==> src/rtl/shift_arbiter.sv <==
// -----------------------------------------------------------------------------
// shift_arbiter
//
// Two requesters share a single 16-bit barrel shifter. The arbiter grants one
// requester in IDLE, latches its operands, runs the shifter for one cycle
// (SHIFT) and then presents the result (RESP) until the consumer takes it.
//
// Configuration macro:
//   SHIFT_ARB_RR_EN  defined   -> round-robin arbitration (pointer moves on
//                                 every handshake, favouring the requester
//                                 that was not granted last)
//                    undefined -> fixed priority, requester 0 wins
//
// Ports:
//   clk                    sole clock, rising edge
//   rst                    synchronous active-high reset
//   req0_valid/req0_ready  requester 0 handshake
//   req0_in/cnt/op         requester 0 operand (16), shift count (4), opcode (2)
//   req1_valid/req1_ready  requester 1 handshake
//   req1_in/cnt/op         requester 1 operand (16), shift count (4), opcode (2)
//   rsp_valid/rsp_ready    response handshake
//   rsp_id                 requester that issued the response
//   rsp_data               shifted result
//   op_count               completed responses, wraps modulo 256
//
// Opcodes: 00 ROL, 01 SLL, 10 ROR, 11 SRL. A count of 0 passes the operand.
// -----------------------------------------------------------------------------

// Combinational 16-bit shifter. Each output bit is a single indexed select
// of the operand; the logical shifts reuse the rotate select and zero the
// bits that would have wrapped around.
module shift_arbiter_shifter (
  input  logic [15:0] In,
  input  logic [3:0]  Cnt,
  input  logic [1:0]  Op,
  output logic [15:0] Out
);

  logic [15:0] rol_bits;
  logic [15:0] ror_bits;
  logic [15:0] sll_bits;
  logic [15:0] srl_bits;

  generate
    for (genvar gi = 0; gi < 16; gi++) begin : g_bit
      localparam logic [3:0] POS = 4'(gi);
      // 4-bit index arithmetic wraps modulo 16, which is exactly a rotate.
      assign rol_bits[gi] = In[POS - Cnt];
      assign ror_bits[gi] = In[POS + Cnt];
      // Left shift: bit is valid only if its source did not come from above bit 15.
      assign sll_bits[gi] = (Cnt <= POS) ? rol_bits[gi] : 1'b0;
      // Right shift: bit is valid only if its source lies at or below bit 15.
      assign srl_bits[gi] = (({1'b0, POS} + {1'b0, Cnt}) <= 5'd15) ? ror_bits[gi] : 1'b0;
    end
  endgenerate

  always_comb begin
    Out = In;
    case (Op)
      2'b00:   Out = rol_bits;
      2'b01:   Out = sll_bits;
      2'b10:   Out = ror_bits;
      default: Out = srl_bits;
    endcase
  end

endmodule

module shift_arbiter (
  input  logic        clk,
  input  logic        rst,
  input  logic        req0_valid,
  output logic        req0_ready,
  input  logic [15:0] req0_in,
  input  logic [3:0]  req0_cnt,
  input  logic [1:0]  req0_op,
  input  logic        req1_valid,
  output logic        req1_ready,
  input  logic [15:0] req1_in,
  input  logic [3:0]  req1_cnt,
  input  logic [1:0]  req1_op,
  output logic        rsp_valid,
  input  logic        rsp_ready,
  output logic        rsp_id,
  output logic [15:0] rsp_data,
  output logic [7:0]  op_count
);

  typedef enum logic [1:0] {
    IDLE  = 2'd0,
    SHIFT = 2'd1,
    RESP  = 2'd2
  } state_t;

  state_t      state_reg;
  logic [15:0] in_reg;
  logic [3:0]  cnt_reg;
  logic [1:0]  op_reg;
  logic        gnt_id_reg;
  logic        rsp_valid_reg;
  logic        rsp_id_reg;
  logic [15:0] rsp_data_reg;
  logic [7:0]  op_count_reg;
  logic [15:0] shift_out;

  logic grant0;
  logic grant1;

`ifdef SHIFT_ARB_RR_EN
  // 1 means requester 1 currently has priority.
  logic prio_reg;

  always_comb begin
    grant0 = req0_valid & (~req1_valid | ~prio_reg);
    grant1 = req1_valid & (~req0_valid |  prio_reg);
  end
`else
  always_comb begin
    grant0 = req0_valid;
    grant1 = req1_valid & ~req0_valid;
  end
`endif

  // Ready never looks at rsp_ready, so no combinational path runs from the
  // consumer back to the requesters.
  assign req0_ready = ~rst & (state_reg == IDLE) & grant0;
  assign req1_ready = ~rst & (state_reg == IDLE) & grant1;

  // The shifter is only meaningful in SHIFT; it always sees the latched
  // operands so its inputs are stable for that whole cycle.
  shift_arbiter_shifter u_shifter (
    .In  (in_reg),
    .Cnt (cnt_reg),
    .Op  (op_reg),
    .Out (shift_out)
  );

  always_ff @(posedge clk) begin
    if (rst) begin
      state_reg     <= IDLE;
      in_reg        <= 16'h0000;
      cnt_reg       <= 4'h0;
      op_reg        <= 2'b00;
      gnt_id_reg    <= 1'b0;
      rsp_valid_reg <= 1'b0;
      rsp_id_reg    <= 1'b0;
      rsp_data_reg  <= 16'h0000;
      op_count_reg  <= 8'h00;
`ifdef SHIFT_ARB_RR_EN
      prio_reg      <= 1'b0;
`endif
    end else begin
      case (state_reg)
        IDLE: begin
          if (req0_ready) begin
            in_reg     <= req0_in;
            cnt_reg    <= req0_cnt;
            op_reg     <= req0_op;
            gnt_id_reg <= 1'b0;
            state_reg  <= SHIFT;
`ifdef SHIFT_ARB_RR_EN
            prio_reg   <= 1'b1;
`endif
          end else if (req1_ready) begin
            in_reg     <= req1_in;
            cnt_reg    <= req1_cnt;
            op_reg     <= req1_op;
            gnt_id_reg <= 1'b1;
            state_reg  <= SHIFT;
`ifdef SHIFT_ARB_RR_EN
            prio_reg   <= 1'b0;
`endif
          end
        end
        SHIFT: begin
          rsp_data_reg  <= shift_out;
          rsp_id_reg    <= gnt_id_reg;
          rsp_valid_reg <= 1'b1;
          state_reg     <= RESP;
        end
        RESP: begin
          // Response data and id stay frozen here until the consumer takes them.
          if (rsp_ready) begin
            rsp_valid_reg <= 1'b0;
            op_count_reg  <= op_count_reg + 8'd1;
            state_reg     <= IDLE;
          end
        end
        default: begin
          state_reg     <= IDLE;
          rsp_valid_reg <= 1'b0;
        end
      endcase
    end
  end

  assign rsp_valid = rsp_valid_reg;
  assign rsp_id    = rsp_id_reg;
  assign rsp_data  = rsp_data_reg;
  assign op_count  = op_count_reg;

endmodule

==> config.mk <==
export PLATFORM = sky130hd
export DESIGN_NAME = shift_arbiter
export DESIGN_NICKNAME = d
export VERILOG_FILES = /design/src/rtl/shift_arbiter.sv
export SDC_FILE = /design/constraint.sdc
export NUM_CORES = 1
export LEC_CHECK = 0
export CAP_MARGIN = 20
export CORE_ASPECT_RATIO = 0.8
export CORE_MARGIN = 4
export CORE_UTILIZATION = 55
export DETAILED_ROUTE_END_ITERATION = 16
export DONT_BUFFER_PORTS = 1
export GPL_TIMING_DRIVEN = 1
export PLACE_DENSITY = 0.7
export SLEW_MARGIN = 30
export SYNTH_ARGS = -nofsm -noshare
export SYNTH_HDL_FRONTEND = slang
export SYNTH_SLANG_ARGS = --single-unit
==> constraint.sdc <==
create_clock -name clk -period 5.3 [get_ports clk]
set_clock_uncertainty 0.05 [all_clocks]
set_input_delay 1.06 -clock clk [delete_from_list [all_inputs] [get_ports clk]]
set_output_delay 1.06 -clock clk [all_outputs]
set_load 0.1 [all_outputs]
=== Word level (Yosys, flattened, before mapping) ===
Cells that the tools add are included.

* Register bits: 51
* Input bits: 49
* Word-level logic and storage cells: 251

* Add/subtract/negate cells: 47
* Magnitude comparators: 64
* Equality and inequality tests: 6
* Muxes and demuxes: 111
* Bitwise logic cells: 7
* Reduce and logical (&&, ||, !) cells: 7

{| class="wikitable"
|+ Operator list
! operator !! number
|-
| $lt A4 B5 Y1 const B || 32
|-
| $bmux W1 S4 || 32
|-
| $le A5 B4 Y1 const B || 15
|-
| $mux W1 || 67
|-
| $pmux W16 S3 || 1
|-
| $add A4 B4 Y5 const A || 8
|-
| $le A4 B4 Y1 const B || 9
|-
| $add A4 B4 Y4 const A || 8
|-
| $mux W16 || 2
|-
| $sub A4 B4 Y4 const A || 8
|-
| $add A3 B4 Y5 const A || 4
|-
| $add A3 B4 Y4 const A || 4
|-
| $le A4 B3 Y1 const B || 4
|-
| $sub A3 B4 Y4 const A || 4
|-
| $add A2 B4 Y5 const A || 2
|-
| $mux W2 || 5
|-
| $add A2 B4 Y4 const A || 2
|-
| $add A8 B1 Y8 const B || 1
|-
| $le A4 B1 Y1 const B || 2
|-
| $le A4 B2 Y1 const B || 2
|-
| $mux W4 || 2
|-
| $reduce_and A2 Y1 || 4
|-
| $sub A1 B4 Y4 const A || 2
|-
| $sub A2 B4 Y4 const A || 2
|-
| 12 further kinds || 20
|}

=== Logic depth before layout (Yosys ltp) ===
Gate-level depths: netlist of the first run.

* Depth in word-level cells: 6
* Depth in mapped cells: 13
* Gate-level depth less buffers: 7

=== Modules after synthesis ===
A second synthesis of the first run with hierarchy kept.

* Cells, all modules: 538
* Area, all modules: 4697.0 um^2

{| class="wikitable"
|+ Modules (own cells, without submodules)
! module !! instances !! cells each !! area each (um^2) !! seq. area each (um^2)
|-
| shift_arbiter_shifter || 1 || 304 || 2597.5 || 0.0
|-
| shift_arbiter || 1 || 234 || 2099.5 || 1021.0
|}

=== Least setup slack after synthesis of the first run ===
No wires, ideal clock.

* Path kind: input -> output
* Start point: input port rst
* End point: output port req1_ready
* Data arrival time: 3075 ps
* Data required time: 4190 ps
* Path slack: 1115 ps
* Cell stages on the path: 5
* Buffers on the path: 2
* Path through: clkbuf_1 -> nor3_1 -> nand2_1 -> clkbuf_1 -> nor2_1

* Word-level cells in the longest chain between the ends: 3

{| class="wikitable"
|+ RTL lines
! what !! RTL line !! source
|-
| start: declaration || 71 || <nowiki>input logic rst,</nowiki>
|-
| $not A1 Y1 || 127 || <nowiki>assign req1_ready = ~rst & (state_reg == IDLE) & grant1;</nowiki>
|-
| $and A1 B1 Y1 (2 in a row) || 127 ||
|-
| end: declaration || 78 || <nowiki>output logic req1_ready,</nowiki>
|}

Every way passes these cells.

=== Final worst setup path of the first run ===
Ends and elaborated chain as after synthesis.

==> impl_results.md, run 1 <==
* CTS tree: built
* Max clock buf depth at 2
* Vias in the first global route at 4460
* Worst-path maximum fanout at 36
* CP bufs+invs at 1
* CTS Buf Count at 5
* WL met2 at 6320 microns
* Yosys warns at 0
* Root Buffer: clkbuf_8
* Post-DP HPWL at 10600 microns
* VDD IR-drop max at 0.170 mV
* Slew Viols, Final at 0
* Slowest Stage Delay on Critical Path at 530 ps
* GR Util All Layers at 0.284
* Type of origin of the critical path: primary input
* Worst path required time at 4190 ps
* Post-synthesis cell type count at 54
* Worst Setup End Kind: output port
* Final hold vios at 0
* Worst Path Arrival at 2420 ps
* 1st-iter DRT viols at 414
* Crit-path leading delay family: simple AND/OR/NAND/NOR gates
* DIE AREA at 0.0105 sq mm
* Die W at 113 microns
* Post-CTS Hold Buffers at 0
* Syn_area_per_cell at 8.53 sq um
* Die span in y at 92.3 microns
* Vias per inst at 6.92
* Setup repair bufs after CTS at 0
* Worst Tran Pin Value at 1020 ps
* Nets at 612
* Largest net degree at the start of global routing at 46
* Core Area at 0.00856 sq mm
* Uppermost layer routed: met4
* Final period utilization at 0.666
* Status: finished clean
* Area Growth Syn to Fin at 1.64%
* FF+latch count, synth at 51
* Post-Syn Instances at 573
* Worst-Skew Late Latency at 320 ps
* Routability congestion estimate at 0.995
* Pwr dens at 300 mW/mm^2
* Post-route ant nets at 0
* Register area share after synthesis at 0.209
* Vias at 4523
* GRT Residual Overflow at 0
* Max-cap violations at 0
* Pleak at 0.00182 uW
* DR DRC count at 0
* Design Area, Final at 0.00497 sq mm
* WL met3 at 1540 microns
* Max transition margin at 0.319
* WL met1 at 6130 microns
* Async SR Flop Fraction at 0
* Antenna violations before repair at 0
* Worst-path clk slew at 90 ps
* I/O Buffers at 0
* Hold Path Class: reg2reg
* H-tree levels at 2
* Fmax at 283 MHz
* Mapped Area at 0.00489 sq mm
* EDFF count, synth at 0
* First-pass GRT wire length at 23900 microns
* Total negative slack at 0 ps
* Clock Sink Count at 51
* Setup Crit Path Kind: in2out
* Synth Net Count at 644
* N_diodes at 0
* Layout cells sized above 1 at 0.140
* Pre-antenna DRT Iters at 6
* Initial core utilization at 0.571
* I/O Pins at 77
* Cells along the critical path: nor3_1, nand2_1, nor2_2, buf_4
* Main flop type after synthesis: dfxtp_1
* CTS resizes at 0
* # rows at 30
* RSZ-0062 raised after global routing: no
* Final worst path period need at 3530 ps
* DP Area at 0.00488 sq mm
* WL final at 14400 microns
* Final setup viols at 0
* Routed WL per cell at 22.1 microns
* Slowest cell on crit path: nand2_1
==> Yosys cell counts (all sizes together) (3+ instances only) <==
cell type / count / area [sq um]
a311oi: 23 / 201
nor2b: 5 / 31.3
mux2i: 45 / 450
nor3: 8 / 40.0
dfxtp: 51 / 1020
clkbuf: 32 / 120
nor2: 47 / 176
nand2: 75 / 282
xor2: 8 / 70.1
a21oi: 28 / 140
nand3: 22 / 110
inv: 11 / 41.3
clkinv: 3 / 11.3
mux2: 20 / 225
o21ai: 33 / 165
a21o: 4 / 30.0
and3: 3 / 18.8
o211ai: 10 / 75.1
xnor2: 11 / 96.3
a31oi: 21 / 131
buf: 19 / 130
o221ai: 5 / 43.8
nand2b: 6 / 37.5
ha: 22 / 275
mux4: 32 / 739
==> worst reg2reg max path: cells and delay by family, from the launching register on <==
| kind | cells | cell delay (ps) |
|---|---|---|
| compound gates | 1 | 220 |
| fa+ha+maj | 1 | 850 |
| buf+inv | 1 | 160 |
| flops | 1 | 340 |
| mux | 4 | 1180 |
==> cells in the final DEF (no fill, tap or decap), drive strengths merged, types with 6 or more instances in the layout <==
master	count
nand2	75
dfxtp	51
nor2	47
mux2i	45
o21ai	33
mux4	32
a21oi	28
a311oi	23
nand3	22
ha	22
a31oi	21
mux2	20
buf	12
inv	12
xnor2	11
o211ai	10
nor3	8
xor2	8
nand2b	6
clkbuf	6
==> final timing paths <==
path | startpoint | endpoint | slack (ps) | cells after the start
max | rst | req1_ready | 1770 | 4
min | gnt_id_reg$_SDFFE_PP0P_ | rsp_id$_SDFFE_PP0P_ | 430 | 2
max reg2reg | cnt_reg[1]$_SDFFE_PP0P_ | rsp_data[15]$_SDFFE_PP0P_ | 2400 | 7
min reg2reg | gnt_id_reg$_SDFFE_PP0P_ | rsp_id$_SDFFE_PP0P_ | 430 | 2
==> cell families after synthesis <==
group                      after synthesis  synth area share
buffers and inverters                   65            0.0619
AOI/OAI and AO/OA                      142             0.191
DFF                                     51             0.209
adders and majority gates               22            0.0563
xor gates and xnor gates                19            0.0340
and+or+nand+nor                        177             0.158
muxes                                   97             0.289
==> area by class of cell <==
type	count	area [sq um]
inverter	14	52.6
clock inverter	2	16.3
tap	112	140
clock buffer	6	72.6
timing repair buffer	12	90.1
sequential	51	1030
fill	811	3590
multi-input combinational	457	3570
==> metal layers <==
layer | GRT usage | vias to the layer above
met5 | 0 | -
met4 | 0.0981 | 0
met3 | 0.0634 | 41
met2 | 0.431 | 282
met1 | 0.398 | 2126
li1 | - | 2074
==> metrics by stage <==
step | hold slack, ps | total power (uW) | utilization | setup slack (ps) | instances
finish | 429 | 1490 | 0.581 | 1770 | 654
floorplan | 382 | 1110 | - | 1110 | 573
global placement | 422 | 1230 | 0.569 | 1890 | 646
CTS | 433 | 1480 | 0.581 | 1760 | 654
global route | 472 | 1570 | 0.581 | 1610 | 654
detailed placement | 417 | 1250 | 0.570 | 1760 | 646
==> where the power goes <==
part | internal (uW) | switching [uW]
Combinational | 272 | 376
Clock | 95.1 | 139
Sequential | 422 | 187
Total | 789 | 702
(Power assumes the default switching activity.)
==> run 2, diff against run 1 <==
Settings changed: ABC_AREA from default to 1, PLACE_DENSITY 0.7 to 0.73.
Clock period 5.3 ns to 3.12 ns, I/O delays scaled along.
==> run 2 against run 1 <==
Combinational power is 79% higher. Global-route usage is 3.9 points higher. Flip-flop and latch count unchanged. Sequential share of layout area is 0.45 points higher. Final area is 2.5% lower. First-iteration DRC count up 150%. Largest power group unchanged. Cell count increased by 36%. Register-to-register slack worse by 1600 ps.
==> impl_results.md, run 2 <==
* Status: finished clean (unchanged)
* DR DRC count at 0 (unchanged)
* Synth top area cells: nand3_1 24%, dfxtp_1 22%, nand2_1 13%, nor2_1 7.9%, ha_1 5.8% (was dfxtp_1 21%, mux4_2 12%, mux2i_1 9.2%, nand2_1 5.8%, ha_1 5.6%)
* Compound-Gate Fraction of Synth Area at 0.117 (was 0.191)
* EDFF count, synth at 0 (unchanged)
* Vias in the first global route at 5007 (was 4460)
* Register area share after synthesis at 0.216 (was 0.209)
* FF+latch count, synth at 51 (unchanged)
* Final setup viols at 0 (unchanged)
* Final worst path period need at 2440 ps
* Setup WS post-layout at 676 ps (was 1770 ps)
* VDD IR-drop max at 0.319 mV (was 0.170 mV)
* Worst-path maximum fanout at 24 (was 36)
* Pre-antenna DRT Iters at 6 (unchanged)
* I/O Buffers at 0 (unchanged)
* Clock Sink Count at 51 (unchanged)
* N_diodes at 0 (unchanged)
* Hold Slack at 317 ps (was 429 ps)
* Async SR Flop Fraction at 0 (unchanged)
* Type of origin of the critical path: flip-flop (was primary input)
* Fmax at 409 MHz
* Slowest cell on crit path: buf_4 (was nand2_1)
* Worst path required time at 2450 ps (was 4190 ps)
* Final core occ at 0.596 (was 0.581)
* Synth top area share at 0.238 (was 0.209)
* Post-route ant nets at 0 (unchanged)
* Total negative slack at 0 ps (unchanged)
* Root Buffer: clkbuf_8 (unchanged)
* Slew Viols, Final at 0 (unchanged)
* Post-CTS Hold Buffers at 0 (unchanged)
* Largest area contributor in the netlist: nand3_1 (was dfxtp_1)
* CTS resizes at 0 (unchanged)
* Die span in y at 90.8 microns (was 92.3 microns)
* Hold Path Class: in2reg (was reg2reg)
* Commonest non-fill, non-tap cells in the layout: 224 x nand3_1, 167 x nand2_1, 97 x nor2_1, 57 x inv_1, 49 x dfxtp_1 (was 75 x nand2_1, 46 x nor2_1, 46 x dfxtp_1, 45 x mux2i_1, 33 x o21ai_0)
* Largest family of logic cells by synthesized area: simple AND/OR/NAND/NOR gates (was multiplexers)
* Max transition margin at 0.333 (was 0.319)
* Most common cell after layout, fill and taps aside: nand3_1 (was nand2_1)
* Max-cap violations at 0 (unchanged)
* GRT Residual Overflow at 0 (unchanged)
* RSZ-0062 raised after global routing: no (unchanged)
* Setup repair bufs after CTS at 0 (unchanged)
* Max clock buf depth at 2 (unchanged)
* Initial core utilization at 0.581 (was 0.571)
* Area Growth Syn to Fin at 2.70% (was 1.64%)
* Crit-path leading delay family: buffers and inverters (was simple AND/OR/NAND/NOR gates)
* 1st-iter DRT viols at 1032 (was 414)
* First-pass GRT wire length at 26300 microns (was 23900 microns)
* Synth Area in XOR/XNOR at 0.0286 (was 0.0340)
* Count leader, synth: nand3_1 (was nand2_1)
* Simple-gate share of the synthesized area at 0.475 (was 0.158)
* I/O Pins at 77 (unchanged)
* Mapped Area at 0.00472 sq mm (was 0.00489 sq mm)
* # rows at 29 (was 30)
* Yosys warns at 0 (unchanged)
* H-tree levels at 2 (unchanged)
* Setup Crit Path Kind: reg2out (was in2out)
* Pleak at 0.00229 uW (was 0.00182 uW)
* Worst-path clk slew at 120 ps (was 90 ps)
* WL final at 16900 microns (was 14400 microns)
* Post-synthesis cell type count at 38 (was 54)
* Nets at 850 (was 612)
* GR Util All Layers at 0.322 (was 0.284)
* Synth Net Count at 864 (was 644)
* Core Area at 0.00813 sq mm (was 0.00856 sq mm)
* Most frequent cells after synthesis: 224 x nand3_1, 167 x nand2_1, 99 x nor2_1 (was 75 x nand2_1, 51 x dfxtp_1, 47 x nor2_1)
* Worst Tran Pin Value at 1000 ps (was 1020 ps)
* Setup WS pre-CTS at 851 ps (was 1760 ps)
* Post-DP HPWL at 13000 microns (was 10600 microns)
* CP bufs+invs at 2 (was 1)
* Die W at 112 microns (was 113 microns)
* Largest net degree at the start of global routing at 46 (unchanged)
* Synthesized-area fraction occupied by adder cells at 0.0583 (was 0.0563)
* Routed WL per cell at 19.0 microns (was 22.1 microns)
* Routability congestion estimate at 1.06 (was 0.995)
* Slowest Stage Delay on Critical Path at 420 ps (was 530 ps)
* Post-Syn Instances at 793 (was 573)
* CTS Buf Count at 5 (unchanged)
* Tot Pwr at 2620 uW (was 1490 uW)
* Antenna violations before repair at 0 (unchanged)
* Worst-Skew Late Latency at 310 ps (was 320 ps)
* Main flop type after synthesis: dfxtp_1 (unchanged)
* Final period utilization at 0.783
* Worst Setup End Kind: output port (unchanged)
* Syn_area_per_cell at 5.95 sq um (was 8.53 sq um)
* Vias at 5563 (was 4523)
* Final hold vios at 0 (unchanged)
* Layout cells sized above 1 at 0.0641 (was 0.140)
* CTS tree: built (unchanged)
* Mux contribution to synthesized area at 0 (was 0.289)
* DIE AREA at 0.0101 sq mm (was 0.0105 sq mm)
* Pwr dens at 540 mW/mm^2 (was 300 mW/mm^2)
* Worst Path Arrival at 1770 ps (was 2420 ps)
* Cells along the critical path: nor2_1, nand3_4, inv_2, buf_4 (was nor3_1, nand2_1, nor2_2, buf_4)
* Vias per inst at 6.26 (was 6.92)
-- run 2: cell count changes in the layout (fill, tap and decap cells not counted), sizes merged, moves of 20 or more --
cell and delta:
a311oi -22, nand2 +94, mux2 -20, mux2i -45, mux4 -32, inv +53, nor2 +56, nand3 +203
-- run 2: where the power goes --
group          total, uW  internal, uW  leakage [uW]  switching, uW
Clock                447           172     0.0000519            275
Sequential          1010           715      0.000419            296
Combinational       1160           348       0.00182            812
-- run 2: stage by stage --
step	cells	cell area (sq um)
floorplan	793	4720
global placement	880	4740
detailed placement	880	4740
CTS	888	4840
global route	888	4850
finish	888	4850
-- run 2: per-layer routing --
metal  routed length, microns  up-vias  track usage
li1                         -     2621            -
met1                     6970     2509        0.456
met2                     7030      384        0.473
met3                     2330       49       0.0904
met4                      541        0        0.100
met5                        0        -            0
-- run 2: logic make-up after synthesis --
family,count (synthesis)
AND/OR/NAND/NOR,506
buffers and inverters,102
AO/OA/AOI/OAI,100
flip-flops,51
adder cells (fa/ha/maj),22
XOR/XNOR,12
-- run 2: cell type report --
| cell class | instances | area, sq um |
|---|---|---|
| repair buffers | 18 | 135 |
| inverters | 63 | 239 |
| fillers | 834 | 3280 |
| clock buffers | 5 | 68.8 |
| clock inverters | 3 | 33.8 |
| multi-input cells | 640 | 3210 |
| flip-flops and latches | 51 | 1020 |
| well taps | 108 | 135 |
-- run 2: worst paths after layout --
kind / slack (ps) / from / depth (start not counted) / end
max: 680 / state_reg[1]$_SDFFE_PP0P_ / 4 / req0_ready
min: 320 / rst / 1 / rsp_data[15]$_SDFFE_PP0P_
max reg2reg: 810 / cnt_reg[1]$_SDFFE_PP0P_ / 14 / rsp_data[6]$_SDFFE_PP0P_
min reg2reg: 440 / in_reg[0]$_SDFFE_PP0P_ / 2 / in_reg[0]$_SDFFE_PP0P_
==> run 3, diff against run 2 <==
Clock period 3.12 ns to 2.02 ns, I/O delays scaled along.
==> run 3 against run 2 <==
Cell count up 6.6%. Routed wire length up 9.4%. Flip-flop and latch count unchanged. First-iteration DRC count down 7.1%. Count of clock-buffer cells in the layout unchanged. Total power up 68%. Worst hold slack worse by 250 ps. Final area up 12%. Sequential share of layout area down 2.0 points. Die area unchanged. Largest cell class unchanged.
==> impl_results.md, run 3 (synthesis results as in run 2) <==
* Die span in y at 90.8 microns (unchanged)
* DIE AREA at 0.0101 sq mm (unchanged)
* VDD IR-drop max at 0.678 mV (was 0.319 mV)
* First-pass GRT wire length at 28100 microns (was 26300 microns)
* Slowest cell on crit path: dfxtp_1 (was buf_4)
* Hold Path Class: in2reg (unchanged)
* CTS tree: built (unchanged)
* Commonest non-fill, non-tap cells in the layout: 219 x nand3_1, 165 x nand2_1, 97 x nor2_1, 72 x buf_4, 55 x inv_1 (was 224 x nand3_1, 167 x nand2_1, 97 x nor2_1, 57 x inv_1, 49 x dfxtp_1)
* Worst Setup End Kind: output port (unchanged)
* Status: finished clean (unchanged)
* Initial core utilization at 0.581 (unchanged)
* Clock Sink Count at 51 (unchanged)
* CTS Buf Count at 5 (unchanged)
* N_diodes at 0 (unchanged)
* DP Area at 0.00517 sq mm (was 0.00474 sq mm)
* Routed WL per cell at 19.5 microns (was 19.0 microns)
* Vias in the first global route at 5373 (was 5007)
* Slew Viols, Final at 0 (unchanged)
* Worst Path Arrival at 1510 ps (was 1770 ps)
* I/O Buffers at 0 (unchanged)
* Nets at 909 (was 850)
* Pleak at 0.00261 uW (was 0.00229 uW)
* Vias per inst at 6.24 (was 6.26)
* Layout cells sized above 1 at 0.153 (was 0.0641)
* Max-cap violations at 0 (unchanged)
* GRT Residual Overflow at 0 (unchanged)
* Type of origin of the critical path: flip-flop (unchanged)
* M3 GR Usage at 0.141 (was 0.0904)
* Pwr dens at 810 mW/mm^2 (was 540 mW/mm^2)
* Worst-path clk slew at 110 ps (was 120 ps)
* Post-route ant nets at 0 (unchanged)
* Routability congestion estimate at 1.12 (was 1.06)
* I/O Pins at 77 (unchanged)
* Most Crowded Layer GR: met2 (unchanged)
* Setup Crit Path Kind: reg2out (unchanged)
* H-tree levels at 2 (unchanged)
* Worst-path maximum fanout at 5 (was 24)
* Worst Tran Pin Value at 413 ps (was 1000 ps)
* Die W at 112 microns (unchanged)
* Final hold vios at 0 (unchanged)
* 1st-iter DRT viols at 959 (was 1032)
* Vias at 5914 (was 5563)
* DR DRC count at 0 (unchanged)
* Final worst path period need at 1960 ps
* Worst path required time at 1570 ps (was 2450 ps)
* Max clock buf depth at 2 (unchanged)
* Pre-antenna DRT Iters at 8 (was 6)
* Worst-Skew Late Latency at 340 ps (was 310 ps)
* WL final at 18500 microns (was 16900 microns)
* Fmax at 510 MHz
* Area Growth Syn to Fin at 15.1% (was 2.70%)
* Design Area, Final at 0.00543 sq mm (was 0.00485 sq mm)
* Antenna violations before repair at 0 (unchanged)
* # rows at 29 (unchanged)
* Slowest Stage Delay on Critical Path at 360 ps (was 420 ps)
* Root Buffer: clkbuf_8 (unchanged)
* Final period utilization at 0.971
* Cells along the critical path: nor2_1, nand3_1, nor2_2, buf_4 (was nor2_1, nand3_4, inv_2, buf_4)
* Largest net degree at the start of global routing at 45 (was 46)
* Met1 Usage GRT at 0.465 (was 0.456)
* Setup WS pre-CTS at -20.3 ps (was 851 ps)
* Post-DP HPWL at 14400 microns (was 13000 microns)
* Max transition margin at 0.722 (was 0.333)
* Most common cell after layout, fill and taps aside: nand3_1 (unchanged)
* Met2 usage at 0.508 (was 0.473)
* Core Area at 0.00813 sq mm (unchanged)
* GR Util All Layers at 0.349 (was 0.322)
* Final setup viols at 0 (unchanged)
* Setup WS post-layout at 59.0 ps (was 676 ps)
* RSZ-0062 raised after global routing: yes (was no)
-- run 3: worst max-delay path, delay by kind of cell, from the launching register on --
kind                   cells  cell delay, ps
buffers and inverters      1             300
DFF                        1             360
and+or+nand+nor            3             520
-- run 3: timing repair --
item                                    CTS  global route
gates cloned                              0             1
endpoints found under the setup margin    4            14
buffers inserted                          0             2
pin swaps                                 0             1
resized for setup                         2            27
hold buffers                              0             0
-- run 3: layout make-up --
cell class,count,area (sq um)
Multi-Input combinational cell,640,3300
Fill cell,724,2700
Sequential cell,51,1040
Timing Repair Buffer,76,589
Inverter,63,244
Tap cell,108,135
Clock buffer,5,68.8
Clock inverter,3,46.3
Timing Repair inverter,1,7.51
-- run 3: path summary, 6_finish.rpt --
check	startpoint	end	slack, ps	depth (start not counted)
hold / removal	rst	rsp_data[15]$_SDFFE_PP0P_	70	1
setup / recovery	state_reg[1]$_SDFFE_PP0P_	req1_ready	60	4
setup reg to reg	cnt_reg[1]$_SDFFE_PP0P_	rsp_data[8]$_SDFFE_PP0P_	80	10
hold reg to reg	in_reg[1]$_SDFFE_PP0P_	in_reg[1]$_SDFFE_PP0P_	440	2
-- run 3: per-stage QoR --
stage	power, uW	hold WS (ps)	utilization	TNS, ps	instances
final	4400	68.9	0.668	0	947
after global routing	4630	66.1	0.668	-51.3	947
after CTS	4240	76.3	0.651	0	944
after detailed placement	3470	418	0.636	-20.3	936
after global placement	3440	416	0.636	0	936
after floorplan	2890	406	-	-8.27	793
-- run 3: layer usage --
metal / vias up / share of wire
met5: - / 0
met4: 0 / 0.039
met3: 63 / 0.15
met2: 437 / 0.41
met1: 2674 / 0.40
li1: 2740 / -
-- run 3: where the power goes --
part	total, uW	internal [uW]	switching [uW]
clock network	779	374	405
registers	1190	1110	81.3
logic	2430	723	1710
total	4400	2200	2190
